===== config.mk =====
export PLATFORM = sky130hd
export DESIGN_NAME = ro_sram_slave_flat
export DESIGN_NICKNAME = d
export VERILOG_FILES = /design/src/rtl/inter_pkg.sv /design/src/rtl/ro_sram_slave_if.sv /design/src/rtl/ro_sram_slave.sv /design/src/flat_wrapper.sv
export SDC_FILE = /design/constraint.sdc
export NUM_CORES = 1
export LEC_CHECK = 0
export ABC_AREA = 1
export CORE_MARGIN = 5
export CORE_UTILIZATION = 40
export CTS_BUF_LIST = sky130_fd_sc_hd__clkbuf_2 sky130_fd_sc_hd__clkbuf_4 sky130_fd_sc_hd__clkbuf_8
export DETAILED_ROUTE_END_ITERATION = 7
export GPL_ROUTABILITY_DRIVEN = 0
export PLACE_DENSITY = 0.76
export SLEW_MARGIN = 20
export SYNTH_ARGS = -nofsm -noshare
export SYNTH_HDL_FRONTEND = slang
export SYNTH_SLANG_ARGS = --single-unit

===== constraint.sdc =====
create_clock -name clk -period 4.85 [get_ports clk]
set_input_delay 0.485 -clock clk [delete_from_list [all_inputs] [get_ports clk]]
set_output_delay 0.485 -clock clk [all_outputs]
set_load 0.05 [all_outputs]

===== src/rtl/inter_pkg.sv =====
// Shared types for the read-only slave port: FSM state encoding and wait-state limit.
package inter_pkg;

    localparam int MAX_WAIT_STATES = 15;

    typedef enum logic [1:0] {
        IDLE    = 2'd0,
        READ    = 2'd1,
        CAPTURE = 2'd2,
        GRANT   = 2'd3
    } ro_slv_state_t;

endpackage


===== src/rtl/ro_sram_slave_if.sv =====
// Per-slave read bus from the interconnect plus the SRAM/ROM macro side.
interface ro_sram_slave_if #(
    parameter int DATA_WIDTH       = 32,
    parameter int SLAVE_ADDR_WIDTH = 10
);
    logic                        slave_data_req_i;
    logic [SLAVE_ADDR_WIDTH-1:0] slave_data_addr_i;
    logic [DATA_WIDTH-1:0]       slave_data_rdata_o;
    logic                        slave_data_gnt_o;
    logic                        inv_i;
    logic                        sram_en_o;
    logic [SLAVE_ADDR_WIDTH-1:0] sram_addr_o;
    logic [DATA_WIDTH-1:0]       sram_dout_i;

    modport slave (
        input  slave_data_req_i, slave_data_addr_i, inv_i, sram_dout_i,
        output slave_data_rdata_o, slave_data_gnt_o, sram_en_o, sram_addr_o
    );

    modport master (
        output slave_data_req_i, slave_data_addr_i, inv_i, sram_dout_i,
        input  slave_data_rdata_o, slave_data_gnt_o, sram_en_o, sram_addr_o
    );
endinterface


===== src/rtl/ro_sram_slave.sv =====
// Read-only slave port: sequences a synchronous SRAM/ROM with wait states and
// keeps the last word in a one-entry hold buffer so retries complete quickly.
module ro_sram_slave
    import inter_pkg::*;
#(
    parameter int DATA_WIDTH       = 32,
    parameter int SLAVE_ADDR_WIDTH = 10,
    parameter int WAIT_STATES      = 0
) (
    input logic              clk,
    input logic              reset,
    ro_sram_slave_if.slave   bus
);

    localparam logic [3:0] WS = 4'(WAIT_STATES);

    ro_slv_state_t               state, state_nxt;
    logic [SLAVE_ADDR_WIDTH-1:0] addr_q;
    logic [SLAVE_ADDR_WIDTH-1:0] buf_addr;
    logic [DATA_WIDTH-1:0]       rdata_q;
    logic                        buf_valid;
    logic                        stale;
    logic [3:0]                  wait_cnt;
    logic                        addr_match;
    logic                        hit;
    logic                        last_cap;

    assign addr_match = (bus.slave_data_addr_i == buf_addr);
    assign hit        = buf_valid & addr_match;
    assign last_cap   = (state == CAPTURE) && (wait_cnt == WS);

    // Next-state decode; a buffer hit skips the macro entirely.
    always_comb begin
        state_nxt = state;
        case (state)
            IDLE:    if (bus.slave_data_req_i) state_nxt = hit ? GRANT : READ;
            READ:    state_nxt = CAPTURE;
            CAPTURE: if (wait_cnt == WS) state_nxt = GRANT;
            GRANT:   state_nxt = IDLE;
            default: state_nxt = IDLE;
        endcase
    end

    // State register.
    always_ff @(posedge clk or posedge reset) begin
        if (reset) state <= IDLE;
        else       state <= state_nxt;
    end

    // Address is frozen once a miss starts; later input changes are ignored.
    always_ff @(posedge clk or posedge reset) begin
        if (reset)                                                  addr_q <= '0;
        else if (state == IDLE && bus.slave_data_req_i && !hit)     addr_q <= bus.slave_data_addr_i;
    end

    // Wait-state counter: zero outside CAPTURE, so it is clear on entry and after exit.
    always_ff @(posedge clk or posedge reset) begin
        if (reset)                             wait_cnt <= '0;
        else if (state == CAPTURE && !last_cap) wait_cnt <= wait_cnt + 4'd1;
        else                                   wait_cnt <= '0;
    end

    // Remember any invalidate that lands while the macro access is in flight.
    always_ff @(posedge clk or posedge reset) begin
        if (reset)             stale <= 1'b0;
        else if (state == IDLE) stale <= 1'b0;
        else if (bus.inv_i)    stale <= 1'b1;
    end

    // Hold buffer fill; an invalidate always beats a simultaneous fill.
    always_ff @(posedge clk or posedge reset) begin
        if (reset) begin
            buf_valid <= 1'b0;
            buf_addr  <= '0;
            rdata_q   <= '0;
        end else begin
            if (last_cap) begin
                rdata_q  <= bus.sram_dout_i;
                buf_addr <= addr_q;
            end
            if (bus.inv_i)     buf_valid <= 1'b0;
            else if (last_cap) buf_valid <= ~stale;
        end
    end

    assign bus.sram_en_o          = (state == READ);
    assign bus.sram_addr_o        = addr_q;
    assign bus.slave_data_gnt_o   = (state == GRANT) && bus.slave_data_req_i && addr_match;
    assign bus.slave_data_rdata_o = rdata_q;

endmodule

===== src/flat_wrapper.sv =====
// flat-port wrapper written by rule: the top's interface ports become plain ports
module ro_sram_slave_flat import inter_pkg::*;
#(
    parameter int DATA_WIDTH       = 32,
    parameter int SLAVE_ADDR_WIDTH = 10,
    parameter int WAIT_STATES      = 0
)
  (clk, reset, bus_slave_data_req_i, bus_slave_data_addr_i, bus_inv_i, bus_sram_dout_i, bus_slave_data_rdata_o, bus_slave_data_gnt_o, bus_sram_en_o, bus_sram_addr_o);
  ro_sram_slave_if #(.DATA_WIDTH(DATA_WIDTH), .SLAVE_ADDR_WIDTH(SLAVE_ADDR_WIDTH)) bus_i ();
  input logic clk;
  input logic reset;
  input wire logic [$bits(bus_i.slave_data_req_i)-1:0] bus_slave_data_req_i;
  input wire logic [$bits(bus_i.slave_data_addr_i)-1:0] bus_slave_data_addr_i;
  input wire logic [$bits(bus_i.inv_i)-1:0] bus_inv_i;
  input wire logic [$bits(bus_i.sram_dout_i)-1:0] bus_sram_dout_i;
  output wire logic [$bits(bus_i.slave_data_rdata_o)-1:0] bus_slave_data_rdata_o;
  output wire logic [$bits(bus_i.slave_data_gnt_o)-1:0] bus_slave_data_gnt_o;
  output wire logic [$bits(bus_i.sram_en_o)-1:0] bus_sram_en_o;
  output wire logic [$bits(bus_i.sram_addr_o)-1:0] bus_sram_addr_o;
  assign bus_i.slave_data_req_i = bus_slave_data_req_i;
  assign bus_i.slave_data_addr_i = bus_slave_data_addr_i;
  assign bus_i.inv_i = bus_inv_i;
  assign bus_i.sram_dout_i = bus_sram_dout_i;
  assign bus_slave_data_rdata_o = bus_i.slave_data_rdata_o;
  assign bus_slave_data_gnt_o = bus_i.slave_data_gnt_o;
  assign bus_sram_en_o = bus_i.sram_en_o;
  assign bus_sram_addr_o = bus_i.sram_addr_o;
  ro_sram_slave #(.DATA_WIDTH(DATA_WIDTH), .SLAVE_ADDR_WIDTH(SLAVE_ADDR_WIDTH), .WAIT_STATES(WAIT_STATES)) u_core (.clk(clk), .reset(reset), .bus(bus_i));
endmodule

==> tab_implementation.tex, run 1 <==
\begin{tabular}{lr}
\hline
Metric & Value \\
\hline
\multicolumn{2}{l}{\textbf{Logic synthesis}} \\
Sequential cell area fraction in the yosys report & 57.6\% \\
Count of distinct cell types in the synthesized netlist & 22 \\
Syn\_nets & 277 \\
Number of instances in the synthesized netlist & 224 \\
Synthesized area per cell & 11.6 sq um \\
Yosys warnings & 0 \\
Mapped cell area & 0.00261 sq mm \\
Register bit count reported by yosys & 60 \\
\multicolumn{2}{l}{\textbf{Flow run}} \\
Number of maximum-capacitance constraint violations & 0 \\
\multicolumn{2}{l}{\textbf{Die}} \\
Effective utilization at floorplan & 41.1\% \\
Die Wd & 90.7 um \\
Vertical die dimension & 90.7 um \\
Overall die area & 0.00823 sq mm \\
Top-level I/O count & 90 \\
Core Area & 0.00635 sq mm \\
Rows & 29 \\
\multicolumn{2}{l}{\textbf{Timing}} \\
Slew at the pin closest to its max-slew limit & 0.760 ns \\
Setup repair after global routing missed its margin & no \\
Aggregate negative setup slack & 0 ns \\
Tightest hold margin & 0.460 ns \\
Max Transition Viols Final & 0 \\
Worst clock skew & 0.00980 ns \\
Maximum operating frequency & 340 MHz \\
Final hold vios & 0 \\
Final worst-path cycle share & 60.6\% \\
Final period demand of the worst path & 2.94 ns \\
Setup-failing EPs final & 0 \\
Final setup slack of the worst path & 1.91 ns \\
Worst slew slack as a fraction of its limit & 49.3\% \\
\multicolumn{2}{l}{\textbf{GRT}} \\
Vias in the first global route & 1,882 \\
GR Util All Layers & 14.5\% \\
Overflow left after global routing & 0 \\
Antenna violations before repair & 0 \\
Pin count of the biggest net entering global routing & 61 \\
Global-route wire length before repair & 9620 um \\
\multicolumn{2}{l}{\textbf{Clocking}} \\
Worst-case clock buffer depth & 2 \\
Clock tree from TritonCTS & yes \\
Total of cells resized after clock tree synthesis & 0 \\
CTS clk-pin slew, worst paths & 0.07 ns \\
Number of clock sinks & 60 \\
Post-CTS setup-driven buffer insertion count & 0 \\
H-tree lvl count & 3 \\
Insertion delay to the later sink of the worst-skew pair & 0.33 ns \\
\# hold bufs at CTS & 0 \\
Number of clock buffers inserted by TritonCTS & 9 \\
Root buf cell & sky130\_fd\_sc\_hd\_\_clkbuf\_8 \\
\multicolumn{2}{l}{\textbf{Finish}} \\
Final Net Count & 372 \\
Top library cells by usage in the layout, fill and taps aside & 89 x sky130\_fd\_sc\_hd\_\_clkdlybuf4s50\_1, 60 x sky130\_fd\_sc\_hd\_\_dfrtp\_1, 45 x sky130\_fd\_sc\_hd\_\_nand2\_1 \\
Fin area & 0.00380 sq mm \\
Most common library cell in the layout ignoring fill and taps & sky130\_fd\_sc\_hd\_\_clkdlybuf4s50\_1 \\
Area delta synth->final & 45.9\% \\
Final core area utilization & 59.9\% \\
Antenna cells & 0 \\
Layout cell share with drive strength beyond 1 & 18.8\% \\
\multicolumn{2}{l}{\textbf{Routing}} \\
Wire length per cell after detailed routing & 14.3 um \\
Final WL & 5730 um \\
Vias per Instance & 4.61 \\
DRC violation count after routing & 0 \\
Vias after detailed routing & 1,850 \\
First-pass iteration count of the detailed router & 4 \\
Number of routed nets with antenna violations & 0 \\
DRC violation total after the first TritonRoute iteration & 44 \\
\multicolumn{2}{l}{\textbf{Critical path}} \\
Crit. End Element & output pin \\
CP startpoint kind & input pin \\
Number of cells traversed by the worst register-to-register path & 5 \\
WP data required & 4.37 ns \\
CP max FO & 3 \\
Category of the most critical setup path & input pin to output pin \\
Worst path arrival time & 2.45 ns \\
\multicolumn{2}{l}{\textbf{Place}} \\
Post-placement setup slack & 1.93 ns \\
DP Area & 0.00356 sq mm \\
Detailed-placement wirelength estimate & 4050 um \\
Number of buffers inserted by port buffering & 89 \\
\multicolumn{2}{l}{\textbf{Pwr}} \\
Leakage power of the design & 1.75 nW \\
Power per cell area & 806 mW/mm\^{}2 \\
Peak supply drop & 0.505 mV \\
\multicolumn{2}{l}{\textbf{Worst hold path}} \\
Class of the tightest hold or removal check & register to register \\
Hold path depth & 1 \\
\multicolumn{2}{l}{\textbf{Run status}} \\
Result of the run & finished clean \\
\hline
\end{tabular}
[area by class of cell]
| cell class | count | area [sq um] |
|---|---|---|
| fillers | 504 | 2550 |
| flip-flops and latches | 60 | 1500 |
| multi-input cells | 140 | 993 |
| repair buffers | 91 | 906 |
| clock buffers | 10 | 131 |
| clock inverters | 6 | 111 |
| well taps | 77 | 96.3 |
| inverters | 17 | 63.8 |
[power by group]
part           internal (W)  total, W  switching [W]
clock              0.000348  0.000551       0.000203
combinational      0.000646   0.00164       0.000995
sequential         0.000738  0.000874       0.000136
total               0.00173   0.00307        0.00133
[flip-flops by register name (all words and copies together), names as in the netlist]
register,flops
u_core.buf_valid,1
u_core.state,2
u_core.wait_cnt,4
u_core.buf_addr,10
u_core.stale,1
u_core.bus.slave_data_rdata_o,32
u_core.bus.sram_addr_o,10
[worst paths after layout]
check,startpoint,to,slack (ns)
max in group asynchronous,reset,u_core.bus.slave_data_rdata_o[19],3.65
hold reg to reg,u_core.stale,u_core.buf_valid,0.46
min in group asynchronous,reset,u_core.bus.slave_data_rdata_o[29],0.69
setup reg to reg,u_core.state[0],u_core.buf_addr[3],2.76
hold / removal,u_core.stale,u_core.buf_valid,0.46
setup / recovery,bus_slave_data_addr_i[8],bus_slave_data_gnt_o,1.91
[synthesized netlist by cell type]
cell / number / area [sq um]
sky130_fd_sc_hd__nand2_2: 1 / 6.26
sky130_fd_sc_hd__a21oi_1: 5 / 25.0
sky130_fd_sc_hd__nand3_1: 11 / 55.1
sky130_fd_sc_hd__nor2_1: 18 / 67.6
sky130_fd_sc_hd__nand3_2: 2 / 20.0
sky130_fd_sc_hd__dfrtp_1: 60 / 1500
sky130_fd_sc_hd__xor2_1: 1 / 8.76
sky130_fd_sc_hd__nor3_1: 1 / 5.00
sky130_fd_sc_hd__buf_2: 3 / 15.0
sky130_fd_sc_hd__xnor2_1: 6 / 52.6
sky130_fd_sc_hd__buf_1: 1 / 3.75
sky130_fd_sc_hd__buf_6: 2 / 22.5
sky130_fd_sc_hd__nand2_1: 45 / 169
sky130_fd_sc_hd__buf_4: 1 / 7.51
sky130_fd_sc_hd__o21ai_0: 2 / 10.0
sky130_fd_sc_hd__mux2_2: 28 / 315
sky130_fd_sc_hd__mux2_4: 10 / 150
sky130_fd_sc_hd__ha_1: 7 / 87.6
sky130_fd_sc_hd__nor2_2: 1 / 6.26
sky130_fd_sc_hd__nand3b_1: 1 / 7.51
sky130_fd_sc_hd__o31ai_1: 1 / 7.51
sky130_fd_sc_hd__inv_1: 17 / 63.8
[stage by stage]
step | power (W) | instances
3_3_place_gp | 0.00251 | 385
6_report | 0.00307 | 401
4_1_cts | 0.00310 | 401
2_1_floorplan | 0.00203 | 224
3_5_place_dp | 0.00254 | 385
5_1_grt | 0.00323 | 401
[critical path, stage by stage]
cell	delay (ns)
sky130_fd_sc_hd__clkdlybuf4s50_1	0.51
sky130_fd_sc_hd__inv_1	0.05
sky130_fd_sc_hd__nand2_1	0.05
sky130_fd_sc_hd__nand2_1	0.04
sky130_fd_sc_hd__nor2_1	0.10
sky130_fd_sc_hd__nand2_1	0.06
sky130_fd_sc_hd__nor2_1	0.14
sky130_fd_sc_hd__nand2_1	0.11
sky130_fd_sc_hd__nor2_1	0.10
sky130_fd_sc_hd__clkdlybuf4s50_1	0.81
[logic make-up after synthesis]
group,after synthesis,synth area share (%)
simple gates,80,12.9
buf+inv,24,4.32
fa+ha+maj,7,3.36
xor+xnor,7,2.35
flops,60,57.6
compound gates,8,1.63
mux,38,17.9
[routing by layer]
layer	GRT usage [%]	wire length [um]	share of wire [%]	vias to the layer above
li1	-	-	-	913
met1	19.0	2500	44	868
met2	21.5	2710	47	59
met3	5.50	430	7.5	10
met4	5.96	84	1.5	0
met5	0	0	0	-
Power figures use the tool's default switching activity.
==> run 2, diff against run 1 <==
==> constraint.sdc (replaced) <==
create_clock -name clk -period 2.85 [get_ports clk]
set_input_delay 0.285 -clock clk [delete_from_list [all_inputs] [get_ports clk]]
set_output_delay 0.285 -clock clk [all_outputs]
set_load 0.05 [all_outputs]
==> tab_implementation.tex, run 2 (synthesized netlist as in run 1, its figures left out) <==
\begin{tabular}{lr}
\hline
Metric & Value \\
\hline
\multicolumn{2}{l}{\textbf{Clocking}} \\
\# hold bufs at CTS & 0 (unchanged) \\
Total of cells resized after clock tree synthesis & 0 (unchanged) \\
Clock tree from TritonCTS & yes \\
Number of clock sinks & 60 (unchanged) \\
Insertion delay to the later sink of the worst-skew pair & 0.33 ns (about the same) \\
Number of clock buffers inserted by TritonCTS & 9 (unchanged) \\
CTS clk-pin slew, worst paths & 0.06 ns (about the same) \\
Root buf cell & sky130\_fd\_sc\_hd\_\_clkbuf\_8 \\
Post-CTS setup-driven buffer insertion count & 0 (unchanged) \\
H-tree lvl count & 3 (unchanged) \\
Worst-case clock buffer depth & 2 (unchanged) \\
\multicolumn{2}{l}{\textbf{Routing}} \\
Number of routed nets with antenna violations & 0 (unchanged) \\
DRC violation count after routing & 0 (unchanged) \\
Vias per Instance & 4.84 (+4.9\%) \\
Vias after detailed routing & 1,935 (+4.6\%) \\
DRC violation total after the first TritonRoute iteration & 45 (+2.3\%) \\
Final WL & 5840 um (+1.9\%) \\
First-pass iteration count of the detailed router & 5 (+1) \\
Wire length per cell after detailed routing & 14.6 um (+2.2\%) \\
\multicolumn{2}{l}{\textbf{Die}} \\
Vertical die dimension & 90.7 um (unchanged) \\
Rows & 29 (unchanged) \\
Die Wd & 90.7 um (unchanged) \\
Core Area & 0.00635 sq mm (unchanged) \\
Top-level I/O count & 90 (unchanged) \\
Overall die area & 0.00823 sq mm (unchanged) \\
Effective utilization at floorplan & 41.1\% (unchanged) \\
\multicolumn{2}{l}{\textbf{Timing}} \\
Max Transition Viols Final & 0 (unchanged) \\
Slew at the pin closest to its max-slew limit & 0.543 ns (-0.217 ns) \\
Final period demand of the worst path & 2.07 ns \\
Setup-failing EPs final & 0 (unchanged) \\
Final hold vios & 0 (unchanged) \\
Aggregate negative setup slack & 0 ns (unchanged) \\
Final setup slack of the worst path & 0.777 ns (-1.14 ns) \\
Final worst-path cycle share & 72.7\% \\
Worst slew slack as a fraction of its limit & 63.8\% (+14 points) \\
Setup repair after global routing missed its margin & no \\
Maximum operating frequency & 482 MHz \\
Worst clock skew & 0.0100 ns (+0.000231 ns) \\
\multicolumn{2}{l}{\textbf{Critical path}} \\
Category of the most critical setup path & register to output pin \\
Worst path arrival time & 1.79 ns (-0.66 ns) \\
WP data required & 2.57 ns (-1.80 ns) \\
CP max FO & 4 (+1) \\
Crit. End Element & output pin \\
CP startpoint kind & register \\
\multicolumn{2}{l}{\textbf{GRT}} \\
Antenna violations before repair & 0 (unchanged) \\
Overflow left after global routing & 0 (unchanged) \\
Global-route wire length before repair & 9810 um (+2.0\%) \\
Pin count of the biggest net entering global routing & 61 (unchanged) \\
Vias in the first global route & 2,026 (+7.7\%) \\
GR Util All Layers & 14.9\% (+0.38 points) \\
\multicolumn{2}{l}{\textbf{Finish}} \\
Layout filler cell count & 524 (+4.0\%) \\
Top library cells by usage in the layout, fill and taps aside & 88 x sky130\_fd\_sc\_hd\_\_clkdlybuf4s50\_1, 60 x sky130\_fd\_sc\_hd\_\_dfrtp\_1, 45 x sky130\_fd\_sc\_hd\_\_nand2\_1 \\
Layout cell share with drive strength beyond 1 & 18.9\% (+0.058 points) \\
Flip-flop count of the largest register after layout & 32 (unchanged) \\
Final Net Count & 373 (+0.27\%) \\
Antenna cells & 0 (unchanged) \\
Most common library cell in the layout ignoring fill and taps & sky130\_fd\_sc\_hd\_\_clkdlybuf4s50\_1 \\
Area delta synth->final & 44.7\% \\
\multicolumn{2}{l}{\textbf{Flow run}} \\
Number of maximum-capacitance constraint violations & 0 (unchanged) \\
\multicolumn{2}{l}{\textbf{Place}} \\
Number of buffers inserted by port buffering & 89 (unchanged) \\
Detailed-placement wirelength estimate & 4280 um (+5.7\%) \\
Post-placement setup slack & 0.748 ns (-1.18 ns) \\
\multicolumn{2}{l}{\textbf{Pwr}} \\
Post-layout total power & 0.00507 W (+65\%) \\
Leakage power of the design & 1.75 nW (-0.43\%) \\
Power per cell area & 1340 mW/mm\^{}2 (+67\%) \\
Peak supply drop & 0.902 mV (+78\%) \\
\multicolumn{2}{l}{\textbf{Worst hold path}} \\
Class of the tightest hold or removal check & input pin to asynchronous set/reset pin \\
\multicolumn{2}{l}{\textbf{Run status}} \\
Result of the run & finished clean \\
\hline
\end{tabular}
-- run 2: changes by cell type in the layout (fill, tap and decap cells not counted), sizes merged --
cell | previous run | this run
inv | 18 | 17
clkdlybuf4s50 | 89 | 88
buf | 2 | 4
clkbuf | 10 | 12
clkinvlp | 1 | 0
bufinv | 3 | 1
-- run 2: cell type report --
type	count	area, sq um	area share [%]
Tap cell	77	96.3	2.55
Clock inverter	2	35.0	0.929
Sequential cell	60	1500	39.8
Inverter	17	63.8	1.69
Clock buffer	12	159	4.21
Timing Repair Buffer	92	923	24.5
Multi-Input combinational cell	140	993	26.3
-- run 2: worst max-delay path, stage by stage (launching register included) --
cell	delay, ns
sky130_fd_sc_hd__dfrtp_1	0.41
sky130_fd_sc_hd__inv_1	0.12
sky130_fd_sc_hd__ha_1	0.15
sky130_fd_sc_hd__clkdlybuf4s50_1	0.80
-- run 2: final timing paths --
check | cells past startpoint | slack (ns) | start | end
max in group asynchronous | 3 | 2.23 | reset | u_core.bus.slave_data_rdata_o[22]
min | 3 | 0.35 | reset | u_core.bus.slave_data_rdata_o[5]
min reg2reg | 1 | 0.45 | u_core.stale | u_core.buf_valid
max | 3 | 0.78 | u_core.state[1] | bus_sram_en_o
max reg2reg | 5 | 0.81 | u_core.state[0] | u_core.buf_addr[4]
min in group clk | 1 | 0.45 | u_core.stale | u_core.buf_valid
-- run 2: metrics by stage --
| step | cells | hold WS [ns] | util (%) | area, sq um |
|---|---|---|---|---|
| 2_1_floorplan | 224 | 0.383 | - | 2610 |
| 3_3_place_gp | 386 | 0.446 | 56.4 | 3580 |
| 3_5_place_dp | 386 | 0.446 | 56.4 | 3580 |
| 4_1_cts | 400 | 0.353 | 59.4 | 3770 |
| 5_1_grt | 400 | 0.370 | 59.4 | 3770 |
| 6_report | 400 | 0.346 | 59.4 | 3770 |
-- run 2: per-layer routing --
metal	vias up	GRT usage, %	share of wire (%)
li1	914	-	-
met1	939	17.4	41
met2	69	23.8	49
met3	13	5.42	7.7
met4	0	7.69	2.4
met5	-	0	0
-- run 2: where the power goes --
group	switching (W)	internal (W)	leakage [nW]
Combinational	0.00170	0.00111	0.922
Clock	0.000310	0.000451	0.102
Sequential	0.000238	0.00126	0.723
==> run 3, diff against run 2 <==
--- a/config.mk
+++ b/config.mk
@@ -11,7 +11,7 @@
 export CTS_BUF_LIST = sky130_fd_sc_hd__clkbuf_2 sky130_fd_sc_hd__clkbuf_4 sky130_fd_sc_hd__clkbuf_8
 export DETAILED_ROUTE_END_ITERATION = 7
 export GPL_ROUTABILITY_DRIVEN = 0
-export PLACE_DENSITY = 0.76
+export PLACE_DENSITY = 0.79
 export SLEW_MARGIN = 20
 export SYNTH_ARGS = -nofsm -noshare
 export SYNTH_HDL_FRONTEND = slang
==> constraint.sdc (replaced) <==
create_clock -name clk -period 1.7 [get_ports clk]
set_input_delay 0.17 -clock clk [delete_from_list [all_inputs] [get_ports clk]]
set_output_delay 0.17 -clock clk [all_outputs]
set_load 0.05 [all_outputs]
==> tab_implementation.tex, run 3 (synthesized netlist as in run 1, its figures left out) <==
\begin{tabular}{lr}
\hline
Metric & Value \\
\hline
\multicolumn{2}{l}{\textbf{Run status}} \\
Result of the run & finished, violations left \\
Violations in the final reports & setup timing \\
\multicolumn{2}{l}{\textbf{Critical path}} \\
Number of cells traversed by the worst register-to-register path & 5 (unchanged) \\
Cell at the slowest stage of the critical path & sky130\_fd\_sc\_hd\_\_dfrtp\_1 \\
CP startpoint kind & register \\
Worst path arrival time & 1.53 ns (-0.26 ns) \\
Category of the most critical setup path & register to output pin \\
Crit. End Element & output pin \\
WP data required & 1.53 ns (-1.04 ns) \\
Cell occurring most often along the worst timing path & sky130\_fd\_sc\_hd\_\_nand2\_1 \\
Worst flop-to-flop path startpoint & u\_core.state[0] \\
Minimum setup slack among reg-to-reg paths & 0.17 ns (-0.64 ns) \\
Critical-path cell list & inv\_1 -> nand2\_1 -> nand2\_1 -> nor2\_1 -> nand2\_1 -> nor2\_2 -> nand2\_1 -> nor2\_2 -> buf\_12 \\
CP max FO & 2 (-2) \\
Peak per-stage delay on the critical path & 0.35 ns (-0.45 ns) \\
FF-to-FF End & u\_core.bus.slave\_data\_rdata\_o[28] \\
\multicolumn{2}{l}{\textbf{Routing}} \\
Number of routed nets with antenna violations & 0 (unchanged) \\
Final WL & 5800 um (-0.58\%) \\
DRC violation count after routing & 0 (unchanged) \\
First-pass iteration count of the detailed router & 4 (-1) \\
Wire length per cell after detailed routing & 14.3 um (-2.1\%) \\
Vias after detailed routing & 1,905 (-1.6\%) \\
Vias per Instance & 4.69 (-3.0\%) \\
DRC violation total after the first TritonRoute iteration & 41 (-8.9\%) \\
\multicolumn{2}{l}{\textbf{Timing}} \\
Max Transition Viols Final & 0 (unchanged) \\
Maximum operating frequency & 588 MHz \\
Setup-failing EPs final & 1 (+1) \\
Worst slew slack as a fraction of its limit & 64.1\% (+0.32 points) \\
Setup repair after global routing missed its margin & yes \\
Worst clock skew & 0.0114 ns (+0.00136 ns) \\
Slew at the pin closest to its max-slew limit & 0.538 ns (-0.00512 ns) \\
Final period demand of the worst path & 1.70 ns \\
Final worst-path cycle share & 100\% \\
Final hold vios & 0 (unchanged) \\
Aggregate negative setup slack & -0.00121 ns (-0.00121 ns) \\
Final setup slack of the worst path & -0.00121 ns (-0.778 ns) \\
\multicolumn{2}{l}{\textbf{Clocking}} \\
Number of clock buffers inserted by TritonCTS & 9 (unchanged) \\
Root buf cell & sky130\_fd\_sc\_hd\_\_clkbuf\_8 \\
\# hold bufs at CTS & 0 (unchanged) \\
H-tree lvl count & 3 (unchanged) \\
Number of clock sinks & 60 (unchanged) \\
Clock tree from TritonCTS & yes \\
Insertion delay to the later sink of the worst-skew pair & 0.33 ns (about the same) \\
Worst-case clock buffer depth & 2 (unchanged) \\
CTS clk-pin slew, worst paths & 0.07 ns (about the same) \\
\multicolumn{2}{l}{\textbf{GRT}} \\
Pin count of the biggest net entering global routing & 61 (unchanged) \\
Vias in the first global route & 1,987 (-1.9\%) \\
Overflow left after global routing & 0 (unchanged) \\
Antenna violations before repair & 0 (unchanged) \\
GR Util All Layers & 14.3\% (-0.62 points) \\
Global-route wire length before repair & 9340 um (-4.9\%) \\
\multicolumn{2}{l}{\textbf{Die}} \\
Core Area & 0.00635 sq mm (unchanged) \\
Die Wd & 90.7 um (unchanged) \\
Top-level I/O count & 90 (unchanged) \\
Rows & 29 (unchanged) \\
Overall die area & 0.00823 sq mm (unchanged) \\
Effective utilization at floorplan & 41.1\% (unchanged) \\
Vertical die dimension & 90.7 um (unchanged) \\
\multicolumn{2}{l}{\textbf{Worst hold path}} \\
Class of the tightest hold or removal check & input pin to asynchronous set/reset pin \\
\multicolumn{2}{l}{\textbf{Finish}} \\
Layout cell share with drive strength beyond 1 & 24.0\% (+5.1 points) \\
Top library cells by usage in the layout, fill and taps aside & 60 x sky130\_fd\_sc\_hd\_\_dfrtp\_1, 54 x sky130\_fd\_sc\_hd\_\_clkdlybuf4s50\_1, 45 x sky130\_fd\_sc\_hd\_\_nand2\_1 \\
Final Net Count & 378 (+1.3\%) \\
Flip-flop count of the largest register after layout & 32 (unchanged) \\
Area delta synth->final & 48.7\% \\
Most common library cell in the layout ignoring fill and taps & sky130\_fd\_sc\_hd\_\_dfrtp\_1 \\
Antenna cells & 0 (unchanged) \\
Final core area utilization & 61.1\% (+1.7 points) \\
Layout filler cell count & 508 (-3.1\%) \\
\multicolumn{2}{l}{\textbf{Pwr}} \\
Switching part of the total & 44.9\% (+0.57 points) \\
Power per cell area & 2180 mW/mm\^{}2 (+63\%) \\
Peak supply drop & 1.31 mV (+45\%) \\
Leakage power of the design & 1.99 nW (+14\%) \\
Pint & 0.00466 W (+65\%) \\
Sequential share of power & 29.4\% (about the same) \\
Power share of the clock group & 14.7\% (-0.3 points) \\
Share of power burned in combinational logic & 55.8\% (+0.3 points) \\
Net Switching & 0.00381 W (+69\%) \\
\multicolumn{2}{l}{\textbf{Place}} \\
Number of buffers inserted by port buffering & 89 (unchanged) \\
Detailed-placement wirelength estimate & 4210 um (-1.7\%) \\
\multicolumn{2}{l}{\textbf{Flow run}} \\
Number of maximum-capacitance constraint violations & 0 (unchanged) \\
\hline
\end{tabular}
## run 3: critical path, delay by kind of cell, from the launching register on
family                 cells  cell delay [ns]
AND/OR/NAND/NOR            7             0.64
flip-flops                 1             0.35
buffers and inverters      2             0.21
## run 3: worst max-delay path by stage
stage | end | startpoint
floorplan | u_core.buf_addr[0] | reset
global placement | bus_slave_data_gnt_o | bus_slave_data_addr_i[7]
detailed placement | bus_slave_data_gnt_o | bus_slave_data_addr_i[0]
CTS | bus_slave_data_gnt_o | u_core.buf_addr[0]
global route | bus_slave_data_gnt_o | u_core.buf_addr[6]
finish | bus_slave_data_gnt_o | u_core.buf_addr[7]
## run 3: per-stage QoR
stage	cell area [sq um]	setup slack [ns]	power, W	std cells	hold slack [ns]
finish	3880	-0.00121	0.00847	406	0.201
global placement	3630	-0.0209	0.00724	390	0.443
floorplan	2610	0.0453	0.00580	224	0.268
global route	3880	-0.129	0.00893	406	0.239
CTS	3810	-0.0714	0.00859	405	0.209
detailed placement	3630	-0.0334	0.00735	390	0.458
## run 3: power by group through the flow
stage	Clock [W]	Sequential [W]	Combinational, W
final	0.00125	0.00249	0.00473
after global routing	0.00136	0.00257	0.00501
after CTS	0.00129	0.00250	0.00480
after detailed placement	0	0.00252	0.00483
after global placement	0	0.00247	0.00477
after floorplan	0	0.00424	0.00156
## run 3: timing repair
action                     4_1_cts  5_1_grt
pin swaps                        4        3
setup endpoints to repair        7       25
buffers inserted                 0        1
gates resized for setup          9       23
## run 3: area by class of cell
type | count | area [sq um] | share of cell area (%)
Sequential cell | 60 | 1500 | 38.7
Timing Repair Buffer | 97 | 1020 | 26.4
Inverter | 17 | 63.8 | 1.65
Clock inverter | 5 | 52.6 | 1.36
Clock buffer | 10 | 138 | 3.55
Tap cell | 77 | 96.3 | 2.48
Multi-Input combinational cell | 140 | 1000 | 25.8
## run 3: per-layer routing
metal	up-vias	global-route usage, %	routed length [um]
met3	8	6.08	441
met2	58	23.5	2970
li1	922	-	-
met5	-	0	0
met4	0	6.33	74
met1	917	16.0	2310
